[src/rtl/apb_reg_target_if.sv]
`default_nettype none
// ============================================================================
// Module   : apb_if
// Brief    : APB link bundle; 'dst' is the completer view, 'src' the
//            initiator view.
// Revision : 1.0 - initial release
// ============================================================================
interface apb_if #(
    parameter int ADDR_W = 12
) ();
    logic [ADDR_W-1:0] paddr;
    logic              psel;
    logic              penable;
    logic              pwrite;
    logic [31:0]       pwdata;
    logic [31:0]       prdata;
    logic              pready;
    logic              pslverr;

    modport dst (
        input  paddr, psel, penable, pwrite, pwdata,
        output prdata, pready, pslverr
    );

    modport src (
        output paddr, psel, penable, pwrite, pwdata,
        input  prdata, pready, pslverr
    );
endinterface
`default_nettype wire

[src/rtl/apb_reg_target.sv]
`default_nettype none
// ============================================================================
// Module   : apb_reg_target
// Brief    : APB completer with a bank of RW control registers, a live
//            status word, a transfer counter and programmable wait states.
// Revision : 1.0 - initial release
// ============================================================================
module apb_reg_target #(
    parameter int ADDR_W      = 12,
    parameter int DATA_W      = 32,
    parameter int NUM_REGS    = 8,
    parameter int WAIT_STATES = 1
) (
    input  logic                             clk,
    input  logic                             rst_n,
    apb_if.dst                               apbReg,
    input  logic [DATA_W-1:0]                status_i,
    output logic [DATA_W*(NUM_REGS-2)-1:0]   ctrl_o,
    output logic                             wr_pulse_o,
    output logic [$clog2(NUM_REGS)-1:0]      wr_idx_o
);

    localparam int IDX_W  = $clog2(NUM_REGS);
    localparam int IW     = ADDR_W - 2;
    localparam int NUM_RW = NUM_REGS - 2;
    localparam logic [IW-1:0] STATUS_IDX = IW'(NUM_REGS - 2);
    localparam logic [IW-1:0] COUNT_IDX  = IW'(NUM_REGS - 1);
    localparam logic [3:0]    WAIT_INIT  = 4'(WAIT_STATES);

    typedef enum logic [0:0] {
        ST_IDLE   = 1'b0,
        ST_ACCESS = 1'b1
    } state_t;

    state_t              state_q, state_d;
    logic [3:0]          cnt_q, cnt_d;
    logic [31:0]         xfer_cnt_q, xfer_cnt_d;
    logic [DATA_W-1:0]   regs_q [NUM_RW];
    logic [DATA_W-1:0]   regs_d [NUM_RW];
    logic                wr_pulse_q, wr_pulse_d;
    logic [IDX_W-1:0]    wr_idx_q, wr_idx_d;

    logic [IW-1:0]       idx;
    logic                complete;
    logic                err;
    logic [DATA_W-1:0]   rdata;

    assign idx = apbReg.paddr[ADDR_W-1:2];

    // The transfer finishes when the wait count is exhausted while the
    // initiator is still holding the access phase.
    assign complete = (state_q == ST_ACCESS) && (cnt_q == 4'd0) &&
                      apbReg.psel && apbReg.penable;

    assign err = (apbReg.paddr[1:0] != 2'b00) ||
                 (idx > COUNT_IDX) ||
                 (apbReg.pwrite && (idx >= STATUS_IDX));

    // Register the FSM, wait counter, bank, transfer counter and write strobe
    always_ff @(posedge clk or negedge rst_n) begin
        if (!rst_n) begin
            state_q    <= ST_IDLE;
            cnt_q      <= 4'd0;
            xfer_cnt_q <= 32'd0;
            wr_pulse_q <= 1'b0;
            wr_idx_q   <= '0;
            for (int i = 0; i < NUM_RW; i++) begin
                regs_q[i] <= '0;
            end
        end else begin
            state_q    <= state_d;
            cnt_q      <= cnt_d;
            xfer_cnt_q <= xfer_cnt_d;
            wr_pulse_q <= wr_pulse_d;
            wr_idx_q   <= wr_idx_d;
            for (int i = 0; i < NUM_RW; i++) begin
                regs_q[i] <= regs_d[i];
            end
        end
    end

    // Next-state logic: setup arms the wait counter, access counts it down,
    // a dropped psel abandons the transfer without committing anything
    always_comb begin
        state_d = state_q;
        cnt_d   = cnt_q;
        case (state_q)
            ST_IDLE: begin
                if (apbReg.psel && !apbReg.penable) begin
                    state_d = ST_ACCESS;
                    cnt_d   = WAIT_INIT;
                end
            end
            ST_ACCESS: begin
                if (!apbReg.psel) begin
                    state_d = ST_IDLE;
                end else if (apbReg.penable) begin
                    if (cnt_q != 4'd0) begin
                        cnt_d = cnt_q - 4'd1;
                    end else begin
                        state_d = ST_IDLE;
                    end
                end
            end
            default: state_d = ST_IDLE;
        endcase
    end

    // Read decode; the counter returns its value before this transfer's
    // increment because the increment only lands at the completing edge
    always_comb begin
        rdata = '0;
        for (int i = 0; i < NUM_RW; i++) begin
            if (idx == IW'(i)) begin
                rdata = regs_q[i];
            end
        end
        if (idx == STATUS_IDX) begin
            rdata = status_i;
        end
        if (idx == COUNT_IDX) begin
            rdata = xfer_cnt_q;
        end
    end

    // Commit good transfers: bump the counter, update the register and
    // raise the write strobe for the following cycle
    always_comb begin
        regs_d     = regs_q;
        xfer_cnt_d = xfer_cnt_q;
        wr_pulse_d = 1'b0;
        wr_idx_d   = wr_idx_q;
        if (complete && !err) begin
            xfer_cnt_d = xfer_cnt_q + 32'd1;
            if (apbReg.pwrite) begin
                for (int i = 0; i < NUM_RW; i++) begin
                    if (idx == IW'(i)) begin
                        regs_d[i] = apbReg.pwdata;
                    end
                end
                wr_pulse_d = 1'b1;
                wr_idx_d   = idx[IDX_W-1:0];
            end
        end
    end

    assign apbReg.pready  = complete;
    assign apbReg.pslverr = complete && err;
    assign apbReg.prdata  = (complete && !err && !apbReg.pwrite) ? rdata : '0;

    assign wr_pulse_o = wr_pulse_q;
    assign wr_idx_o   = wr_idx_q;

    generate
        for (genvar g = 0; g < NUM_RW; g++) begin : g_ctrl
            assign ctrl_o[g*DATA_W +: DATA_W] = regs_q[g];
        end
    endgenerate

endmodule
`default_nettype wire
[src/flat_wrapper.sv]
// flat-port wrapper written by rule: the top's interface ports become plain ports
module apb_reg_target_flat 
#(
    parameter int ADDR_W      = 12,
    parameter int DATA_W      = 32,
    parameter int NUM_REGS    = 8,
    parameter int WAIT_STATES = 1
)
  (clk, rst_n, status_i, ctrl_o, wr_pulse_o, wr_idx_o, apbReg_paddr, apbReg_psel, apbReg_penable, apbReg_pwrite, apbReg_pwdata, apbReg_prdata, apbReg_pready, apbReg_pslverr);
  apb_if #(.ADDR_W(ADDR_W)) apbReg_i ();
  input  logic clk;
  input  logic rst_n;
  input  logic [DATA_W-1:0] status_i;
  output logic [DATA_W*(NUM_REGS-2)-1:0] ctrl_o;
  output logic wr_pulse_o;
  output logic [$clog2(NUM_REGS)-1:0] wr_idx_o;
  input wire logic [$bits(apbReg_i.paddr)-1:0] apbReg_paddr;
  input wire logic [$bits(apbReg_i.psel)-1:0] apbReg_psel;
  input wire logic [$bits(apbReg_i.penable)-1:0] apbReg_penable;
  input wire logic [$bits(apbReg_i.pwrite)-1:0] apbReg_pwrite;
  input wire logic [$bits(apbReg_i.pwdata)-1:0] apbReg_pwdata;
  output wire logic [$bits(apbReg_i.prdata)-1:0] apbReg_prdata;
  output wire logic [$bits(apbReg_i.pready)-1:0] apbReg_pready;
  output wire logic [$bits(apbReg_i.pslverr)-1:0] apbReg_pslverr;
  assign apbReg_i.paddr = apbReg_paddr;
  assign apbReg_i.psel = apbReg_psel;
  assign apbReg_i.penable = apbReg_penable;
  assign apbReg_i.pwrite = apbReg_pwrite;
  assign apbReg_i.pwdata = apbReg_pwdata;
  assign apbReg_prdata = apbReg_i.prdata;
  assign apbReg_pready = apbReg_i.pready;
  assign apbReg_pslverr = apbReg_i.pslverr;
  apb_reg_target #(.ADDR_W(ADDR_W), .DATA_W(DATA_W), .NUM_REGS(NUM_REGS), .WAIT_STATES(WAIT_STATES)) u_core (.clk(clk), .rst_n(rst_n), .apbReg(apbReg_i), .status_i(status_i), .ctrl_o(ctrl_o), .wr_pulse_o(wr_pulse_o), .wr_idx_o(wr_idx_o));
endmodule
[config.mk]
export PLATFORM = sky130hd
export DESIGN_NAME = apb_reg_target_flat
export DESIGN_NICKNAME = d
export VERILOG_FILES = /design/src/rtl/apb_reg_target_if.sv /design/src/rtl/apb_reg_target.sv /design/src/flat_wrapper.sv
export SDC_FILE = /design/constraint.sdc
export NUM_CORES = 1
export LEC_CHECK = 0
export ABC_AREA = 1
export BUFFER_PORTS_ARGS = -buffer_cell sky130_fd_sc_hd__buf_2
export CORE_MARGIN = 1
export CORE_UTILIZATION = 30
export CTS_CLUSTER_SIZE = 40
export DETAILED_ROUTE_END_ITERATION = 12
export GPL_TIMING_DRIVEN = 0
export HOLD_SLACK_MARGIN = 0.1
export PLACE_DENSITY = 0.47
export SYNTH_ARGS = -nofsm -noshare
export SYNTH_HDL_FRONTEND = slang
export SYNTH_SLANG_ARGS = --single-unit
[constraint.sdc]
create_clock -name clk -period 2.8 [get_ports clk]
set_clock_uncertainty 0.1 [all_clocks]
set_input_delay 0.56 -clock clk [delete_from_list [all_inputs] [get_ports clk]]
set_output_delay 0.56 -clock clk [all_outputs]
set_load 0.03 [all_outputs]
* After elaboration in Yosys (flattened, before gate mapping) *
Index checks and enable logic that the tools add are counted.
Widths: inputs -> output; s select.

storage, ports and cells
  flip-flop bits (word level) = 233
  input port bits = 81
  output and inout bits = 230
  logic and storage cells = 73

cells by class
  add/subtract/negate cells = 2
  $lt $le $gt $ge = 2
  equal/unequal tests = 11
  multiplexer cells = 21
  bitwise operators = 1
  reductions and logical operators = 25

operators by type and width
  operator               number
  $mux 32                9
  $eq 10x3->1 const B    4
  $add 32x1->32 const B  1
  $eq 10x2->1 const B    2
  $reduce_and 3->1       6
  $mux 4                 4
  $eq 10x1->1 const B    1
  $ge 10x3->1 const B    1
  $gt 10x3->1 const B    1
  $logic_not 10->1       1
  $logic_and 1x1->1      8
  $pmux 4 s2             1
  $mux 1                 6
  $ne 2x2->1 const B     3
  $logic_not 4->1        1
  $reduce_and 4->1       1
  $reduce_bool 4->1      1
  $sub 4x1->4 const B    1
  $logic_not 1->1        3
  $logic_or 1x1->1       2
  $ne 2x1->1 const B     1
  $pmux 1 s2             1
  $reduce_and 2->1       1
  $reduce_bool 2->1      1
  $not 1->1              1

* Logic depth before layout (Yosys ltp) *
Gate-level depths: netlist of the first run.

  word-level depth = 10
  mapped depth = 12
  gate-level depth less buffers = 12

* Least setup slack after synthesis of the first run *
OpenSTA, ideal clock, no wires.

  path type = input to output
  start point = in apbReg_paddr[11]
  end point = out apbReg_prdata[11]
  arrival time = 2174 ps
  data required time = 2140 ps
  path slack = -34 ps
  cell stages on the path = 8
  buffers on the path = 1
  path through = nor2_1 -> nand2_1 -> nor2_1 -> nand2_2 -> inv_2 -> buf_2 -> a21oi_1 -> a21oi_1

on the way
  word-level cells in the longest chain between the ends = 10
  elaborated cells between the ends (all ways) = 25
  classes of those cells = order compare (2); eq/ne (7); mux (9); reduce/logical (7)

ends and longest elaborated chain
  item                  line                   RTL
  start, declared       flat_wrapper.sv:17     input wire logic [$bits(apbReg_i.paddr)-1:0] apbReg_paddr;
  $logic_not 10->1      apb_reg_target.sv:114  if (idx == IW'(i)) begin
  $mux 32 (6 in a row)  apb_reg_target.sv:114
  $mux 32               apb_reg_target.sv:118  if (idx == STATUS_IDX) begin
  $mux 32               apb_reg_target.sv:121  if (idx == COUNT_IDX) begin
  $mux 32 *             apb_reg_target.sv:149  assign apbReg.prdata = (complete && !err && !apbReg.pwrite) ? rdata : '0;
  end, declared         flat_wrapper.sv:22     output wire logic [$bits(apbReg_i.prdata)-1:0] apbReg_prdata;

Mark *: on every way between the ends. The rest lies on a longest branch, timed or not.

* Worst setup path in the final report of the first run *
  start point = reg u_core.cnt_q[0]
  end point = out apbReg_prdata[24]

on the way
  word-level cells in the longest chain between the ends = 7

ends and longest elaborated chain
  item                            line                   RTL
  start, declared                 apb_reg_target.sv:36   logic [3:0] cnt_q, cnt_d;
  start signal, assigned          apb_reg_target.sv:72   cnt_q <= cnt_d;
  $logic_not 4->1                 apb_reg_target.sv:52   assign complete = (state_q == ST_ACCESS) && (cnt_q == 4'd0) &&
  $logic_and 1x1->1 (2 in a row)  apb_reg_target.sv:52
  $logic_and 1x1->1               apb_reg_target.sv:53   apbReg.psel && apbReg.penable;
  $logic_and 1x1->1 (2 in a row)  apb_reg_target.sv:149
  $mux 32                         apb_reg_target.sv:149

No other way between the ends.

==> metrics.md, run 1 <==
| Metric | Value |
|---|---|
| Outcome | `complete, but fails checks` |
| Initial Util | `0.306` |
| Yosys warnings | `0` |
| Critical path arrival | `2.43 ns` |
| Total Routing Usage GR | `0.267` |
| Final Hold Vio Count | `0` |
| Core Footprint | `38,800 µm²` |
| Area delta synth->final | `39.7%` |
| Reg-to-Reg Start | `u_core.cnt_q[0]` |
| Routability cong. | `0.931` |
| Cell area after layout | `16,600 µm²` |
| Final Util | `0.428` |
| Share of cells above drive strength 1 | `0.284` |
| Pleak | `9.30 nW` |
| Critical Path Max Stage Delay | `0.39 ns` |
| Clock Tree Root | `clkbuf_16` |
| Post-Syn Nets | `1,741` |
| Placement-stage cell area | `14,200 µm²` |
| Drt total wl | `54,200 µm` |
| CP required | `2.14 ns` |
| Period utilization | `1.11` |
| Vias | `12,500` |
| CTS Buffer Depth | `3` |
| Synth top area share | `0.490` |
| Via/cell ratio | `4.83` |
| Number of global-route vias before repair | `12,300` |
| Initial antenna violation count | `4` |
| Netlist Area Pre-Place | `11,900 µm²` |
| H-tree levels | `1` |
| Top cells by count, synth | `nand2_1 (813), dfrtp_1 (233), nand3_1 (127)` |
| Max-slew headroom | `0.504` |
| Dpl cells | `2,488` |
| Minimum clock period | `3.09 ns` |
| Layout Cells excl Fill | `2,592` |
| Worst setup margin | `-0.295 ns` |
| First-pass GRT wire length | `79,900 µm` |
| Cell family with most CP delay | `buffers and inverters` |
| Sw Ratio | `0.244` |
| Hold Crit Start | `apbReg_pwdata[11]` |
| Top achievable clock speed | `323 MHz` |
| Worst Tran Pin Value | `0.743 ns` |
| Top area cells in the synthesized netlist | `dfrtp_1 (49%), nand2_1 (26%), nand3_1 (5.3%), nor2_1 (3.3%), a21oi_1 (2.8%)` |
| Pre-CTS setup slack | `-1.33 ns` |
| Ports | `311` |
| # rows | `72` |
| PortBufs | `310` |
| Register bit total from synthesis | `233` |
| Synth cell types | `28` |
| Worst path buffer plus inverter count | `7` |
| Worst Setup SP | `u_core.cnt_q[0]` |
| ANT nets after route | `0` |
| TritonCTS sink count | `233` |
| Post-Syn Instances | `1,658` |
| Worst-path maximum fanout | `6` |
| Die Height | `201 µm` |
| Die W | `201 µm` |
| RSZ-0062 raised after global routing | `yes` |
| Sw power | `1.97 mW` |
| Post-Syn Area per Cell | `7.17 µm²` |
| CTS tree | `yes` |
| Failing checks | `negative setup slack` |
| DP HPWL | `39,900 µm` |
| HP Class | `primary input to flip-flop` |
| Worst skew pair latency | `0.58 ns` |
| Clk pin slew, worst setup/hold paths | `0.06 ns` |
| Startpoint types | `flip-flop` |
| Max stage delay cell, worst path | `dfrtp_1` |
| Part of the power in registers | `0.423` |
| Setup CP Type | `flip-flop to output port` |
| DRC | `0` |
| Die area | `40,400 µm²` |
| Nets@finish | `2,130` |
| Int Power | `6.11 mW` |
| Async SR Flop Fraction | `1.00` |
| Fillers | `4,065` |
| Most common cell in the netlist | `nand2_1` |
| Final setup vio count | `32` |
| CTS Buf Count | `30` |
| GR Overflow Total | `0` |
| Most used DFF post-synth | `dfrtp_1` |
| Initial DRC count | `797` |
| Cells along the critical path | `inv_2 -> ha_4 -> nand3_4 -> inv_4 -> nand2_4 -> inv_2 -> nand4_1 -> buf_4 -> buf_6 -> clkinvlp_4 -> nand2_2 -> a21oi_2 -> buf_6` |
| Logic pwr share | `0.073` |
| Final Max Tran Viols | `0` |
| PD cells | `486 nW/µm²` |
| CP Capture Type | `output port` |
| 1st-pass router iterations | `5` |
| Clock Power Share | `0.503` |
| Peak VDD IR | `0.422 mV` |
| Sequential area share after synthesis | `0.490` |
| Cell taking the most area after synthesis | `dfrtp_1` |
| Number of synthesized flops with an enable pin | `0` |
| Max cap viols | `0` |
| DR WL/cell | `20.9 µm` |
| Largest net degree at the start of global routing | `97` |
| Tot Pwr | `8.07 mW` |
## placed cells by master (no fill, tap or decap), drive strengths merged, types with 10 or more instances in the layout
master	n
xor2	22
nor2	111
dfrtp	233
nand3	127
nor3	23
inv	94
nand4	33
nand2	815
buf	399
a21oi	67
o21ai	28
clkbuf	81
or2	10
## through the flow
stage | setup TNS, ns | hold slack, ns
after CTS | -6.39 | 0.127
after floorplan | 0 | 0.164
final | -7.32 | 0.150
after global routing | -10.44 | 0.144
after global placement | -901.15 | 0.364
after detailed placement | -72.41 | 0.370
## path summary, 6_finish.rpt
check	endpoint	slack, ns	cells after the start
max in group asynchronous	u_core.ctrl_o[44]	0.88	4
min in group asynchronous	u_core.state_q	0.38	2
max reg2reg	u_core.ctrl_o[134]	0.28	12
min	u_core.ctrl_o[139]	0.15	3
min reg2reg	u_core.wr_idx_o[2]	0.38	2
max	apbReg_prdata[24]	-0.29	13
## kinds of logic (layout without fill, tap and decap cells)
| family | Yosys count | count (layout) | share of synthesized area |
|---|---|---|---|
| xor gates and xnor gates | 30 | 30 | 0.0221 |
| other | 0 | 4 | 0 |
| DFF | 233 | 233 | 0.490 |
| and+or+nand+nor | 1121 | 1121 | 0.384 |
| buffers and inverters | 174 | 586 | 0.0601 |
| adders and majority gates | 2 | 2 | 0.00210 |
| AOI/OAI and AO/OA | 98 | 98 | 0.0417 |
## repair_timing
item                                   in CTS  in global routing
endpoints found under the hold margin      54                  0
setup endpoints to repair                  32                 32
gates cloned                                4                  0
pin swaps                                  32                 21
gates resized for setup                   242                 51
hold buffers                                2                  0
setup buffers                              32                  8
## worst min-delay path, cell delays in order
cell and delay [ns]:
buf_2 0.14, nand2_1 0.07, nand2_1 0.04
## final cells by class
| cell class | count | area [µm²] | area share |
|---|---|---|---|
| diodes | 4 | 10.0 | 0.000603 |
| plain buffers | 78 | 652 | 0.0392 |
| clock buffers | 46 | 891 | 0.0536 |
| clock inverters | 9 | 148 | 0.00889 |
| inverters | 95 | 373 | 0.0224 |
| multi-input cells | 1251 | 5780 | 0.348 |
| flip-flops and latches | 233 | 5830 | 0.351 |
| well taps | 518 | 648 | 0.0390 |
| repair buffers | 358 | 2280 | 0.137 |
## registers in the layout (all words and copies together) (netlist names)
register           cells
u_core.cnt_q           4
u_core.state_q         1
u_core.wr_idx_o        3
u_core.wr_pulse_o      1
u_core.xfer_cnt_q     32
u_core.ctrl_o        192
## power by group through the flow
stage,logic (mW),clock network [mW],registers (mW)
CTS,0.534,4.14,3.42
global placement,0.360,0,3.48
detailed placement,0.378,0,3.47
finish,0.590,4.06,3.42
floorplan,0.133,0,3.47
global route,0.647,4.26,3.42
## metal layers
layer  vias to the layer above  GRT usage  routed length (µm)
li1                       5983          -                   -
met2                       423      0.429               25200
met1                      6019      0.359               23900
met5                         -          0                   0
met3                        82     0.0539                3530
met4                         0     0.0851                1670
Power figures use the tool's default switching activity.
==> run 2, diff against run 1 <==
Clock period 2.8 ns to 3.5 ns, I/O delays scaled along.
==> run 2 against run 1 <==
Against the previous run:
- the run now ends clean
- power down 25%
- design area shrank 6.0%
- sequential power decreased by 20%
- core utilization down 2.6 points
- setup slack improved by 0.32 ns
- sequential cell count unchanged
- critical path depth unchanged
- count of clock-buffer cells in the layout fell by 3
- critical path type is now primary input to output port
- critical endpoint is now apbReg_prdata[10]
- largest power group unchanged
==> metrics.md, run 2 (same netlist as run 1, synthesis figures left out) <==
| Metric | Value |
|---|---|
| Outcome | `complete, no violations` |
| Initial DRC count | `928` |
| Initial Util | `0.306` |
| Worst skew pair latency | `0.55 ns` |
| Final setup vio count | `0` |
| Hold endpoint | `u_core.state_q` |
| R2R setup slack | `1.02 ns` |
| Nets@finish | `2,102` |
| Setup CP Type | `primary input to output port` |
| Pleak | `8.99 nW` |
| Met2 Wirelength | `25,400 µm` |
| RSZ-0062 raised after global routing | `yes` |
| Pre-CTS setup slack | `-0.940 ns` |
| Peak VDD IR | `0.328 mV` |
| H-tree levels | `1` |
| Largest net degree at the start of global routing | `105` |
| Share of cells above drive strength 1 | `0.240` |
| Die Height | `201 µm` |
| Most common cell after layout, fill and taps aside | `nand2_1` |
| R2R cell count | `12` |
| First-pass GRT wire length | `79,200 µm` |
| Max cap viols | `0` |
| Number of global-route vias before repair | `11,900` |
| CTS Buf Count | `29` |
| Initial antenna violation count | `2` |
| Reg-to-Reg Start | `u_core.cnt_q[0]` |
| Die W | `201 µm` |
| PD cells | `388 nW/µm²` |
| # rows | `72` |
| Worst-path maximum fanout | `6` |
| Die area | `40,400 µm²` |
| Most frequent cells in the layout | `nand2_1 (809), buf_2 (321), dfrtp_1 (233)` |
| PortBufs | `310` |
| DRC | `0` |
| Tot Pwr | `6.06 mW` |
| CP required | `2.70 ns` |
| Total Routing Usage GR | `0.264` |
| Worst setup margin | `0.0221 ns` |
| Core Footprint | `38,800 µm²` |
| Drt total wl | `54,300 µm` |
| Period utilization | `0.994` |
| CTS tree | `yes` |
| Max reg flops | `192` |
| Top achievable clock speed | `288 MHz` |
| Worst Tran Pin Value | `0.742 ns` |
| Clock Tree Root | `clkbuf_16` |
| Minimum clock period | `3.48 ns` |
| Clk pin slew, worst setup/hold paths | `0.06 ns` |
| Fillers | `4,251` |
| Worst r2r dst | `u_core.ctrl_o[52]` |
| Placement-stage cell area | `14,200 µm²` |
| CP Capture Type | `output port` |
| Hold Path Stages | `2` |
| ANT nets after route | `0` |
| DP HPWL | `40,500 µm` |
| Routability cong. | `0.938` |
| DR WL/cell | `21.2 µm` |
| GR Overflow Total | `0` |
| Routed wl met3 | `3440 µm` |
| Max-slew headroom | `0.505` |
| 1st-pass router iterations | `5` |
| Vias | `12,400` |
| Met1 WL | `24,000 µm` |
| Ports | `311` |
| Area delta synth->final | `31.3%` |
| TritonCTS sink count | `233` |
| Critical path arrival | `2.68 ns` |
| Hold Crit Start | `apbReg_penable` |
| Cell area after layout | `15,600 µm²` |
| CTS Buffer Depth | `3` |
| Final Hold Vio Count | `0` |
| Via/cell ratio | `4.84` |
| Startpoint types | `primary input` |
| Top Layer Used | `met4` |
| HP Class | `primary input to flip-flop` |
| Final Max Tran Viols | `0` |
| Worst hold margin | `0.265 ns` |
## run 2: changes by cell type in the layout (fill, tap and decap cells not counted), sizes merged
cell	change
inv	-1
buf	-37
clkinvlp	+1
diode	-2
clkinv	+2
dlygate4sd3	-1
clkbuf	+8
bufinv	-2
## run 2: critical path: stages
cell,delay [ns]
buf_2,0.08
nor2_1,0.04
nand2_2,0.16
nor2_4,0.05
buf_12,0.14
nand2_2,0.09
clkinvlp_4,0.25
buf_8,0.22
a21oi_2,0.15
nand4_1,0.32
nand2_1,0.24
inv_1,0.05
buf_2,0.17
## run 2: repair_timing
item                                    CTS  global route
resized for setup                        62            60
hold buffers                              1             0
setup buffers                             3            13
pin swaps                                 3             9
cloned                                    0             2
endpoints found under the hold margin    32             0
endpoints found under the setup margin   32            31
## run 2: area by class of cell
cell class | count | area [µm²] | share of cell area
sequential | 233 | 5830 | 0.373
antenna | 2 | 5.00 | 0.000321
timing repair buffer | 331 | 1860 | 0.119
inverter | 95 | 369 | 0.0236
multi-input combinational | 1251 | 5480 | 0.351
clock inverter | 9 | 72.6 | 0.00465
buffer | 78 | 474 | 0.0304
tap | 518 | 648 | 0.0415
clock buffer | 43 | 868 | 0.0556
## run 2: how the worst max path moves through the flow
stage | depth (start not counted) | end | from | slack, ns
finish | 13 | apbReg_prdata[10] | apbReg_paddr[8] | 0.02
CTS | 13 | apbReg_prdata[22] | u_core.cnt_q[0] | -0.06
global route | 14 | apbReg_prdata[7] | u_core.cnt_q[0] | -0.007
floorplan | 8 | apbReg_prdata[11] | apbReg_paddr[11] | 0.39
global placement | 1 | u_core.ctrl_o[83] | rst_n | -3.03
detailed placement | 10 | apbReg_prdata[10] | apbReg_paddr[3] | -0.94
## run 2: metrics by stage
step	util	std cells	TNS, ns
2_1_floorplan	-	1658	0
3_3_place_gp	0.363	2486	-723.67
3_5_place_dp	0.364	2488	-26.07
4_1_cts	0.394	2544	-0.279
5_1_grt	0.402	2560	-0.0171
6_report	0.402	2560	0
## run 2: routing by layer
metal | global-route usage | up-vias
met4 | 0.0733 | 0
met1 | 0.368 | 5999
li1 | - | 5914
met5 | 0 | -
met3 | 0.0354 | 69
met2 | 0.426 | 417
## run 2: power breakdown
part | leakage [nW] | switching (mW) | internal [mW]
registers | 3.18 | 0.0149 | 2.72
logic | 5.34 | 0.234 | 0.0995
clock network | 0.470 | 1.22 | 1.77
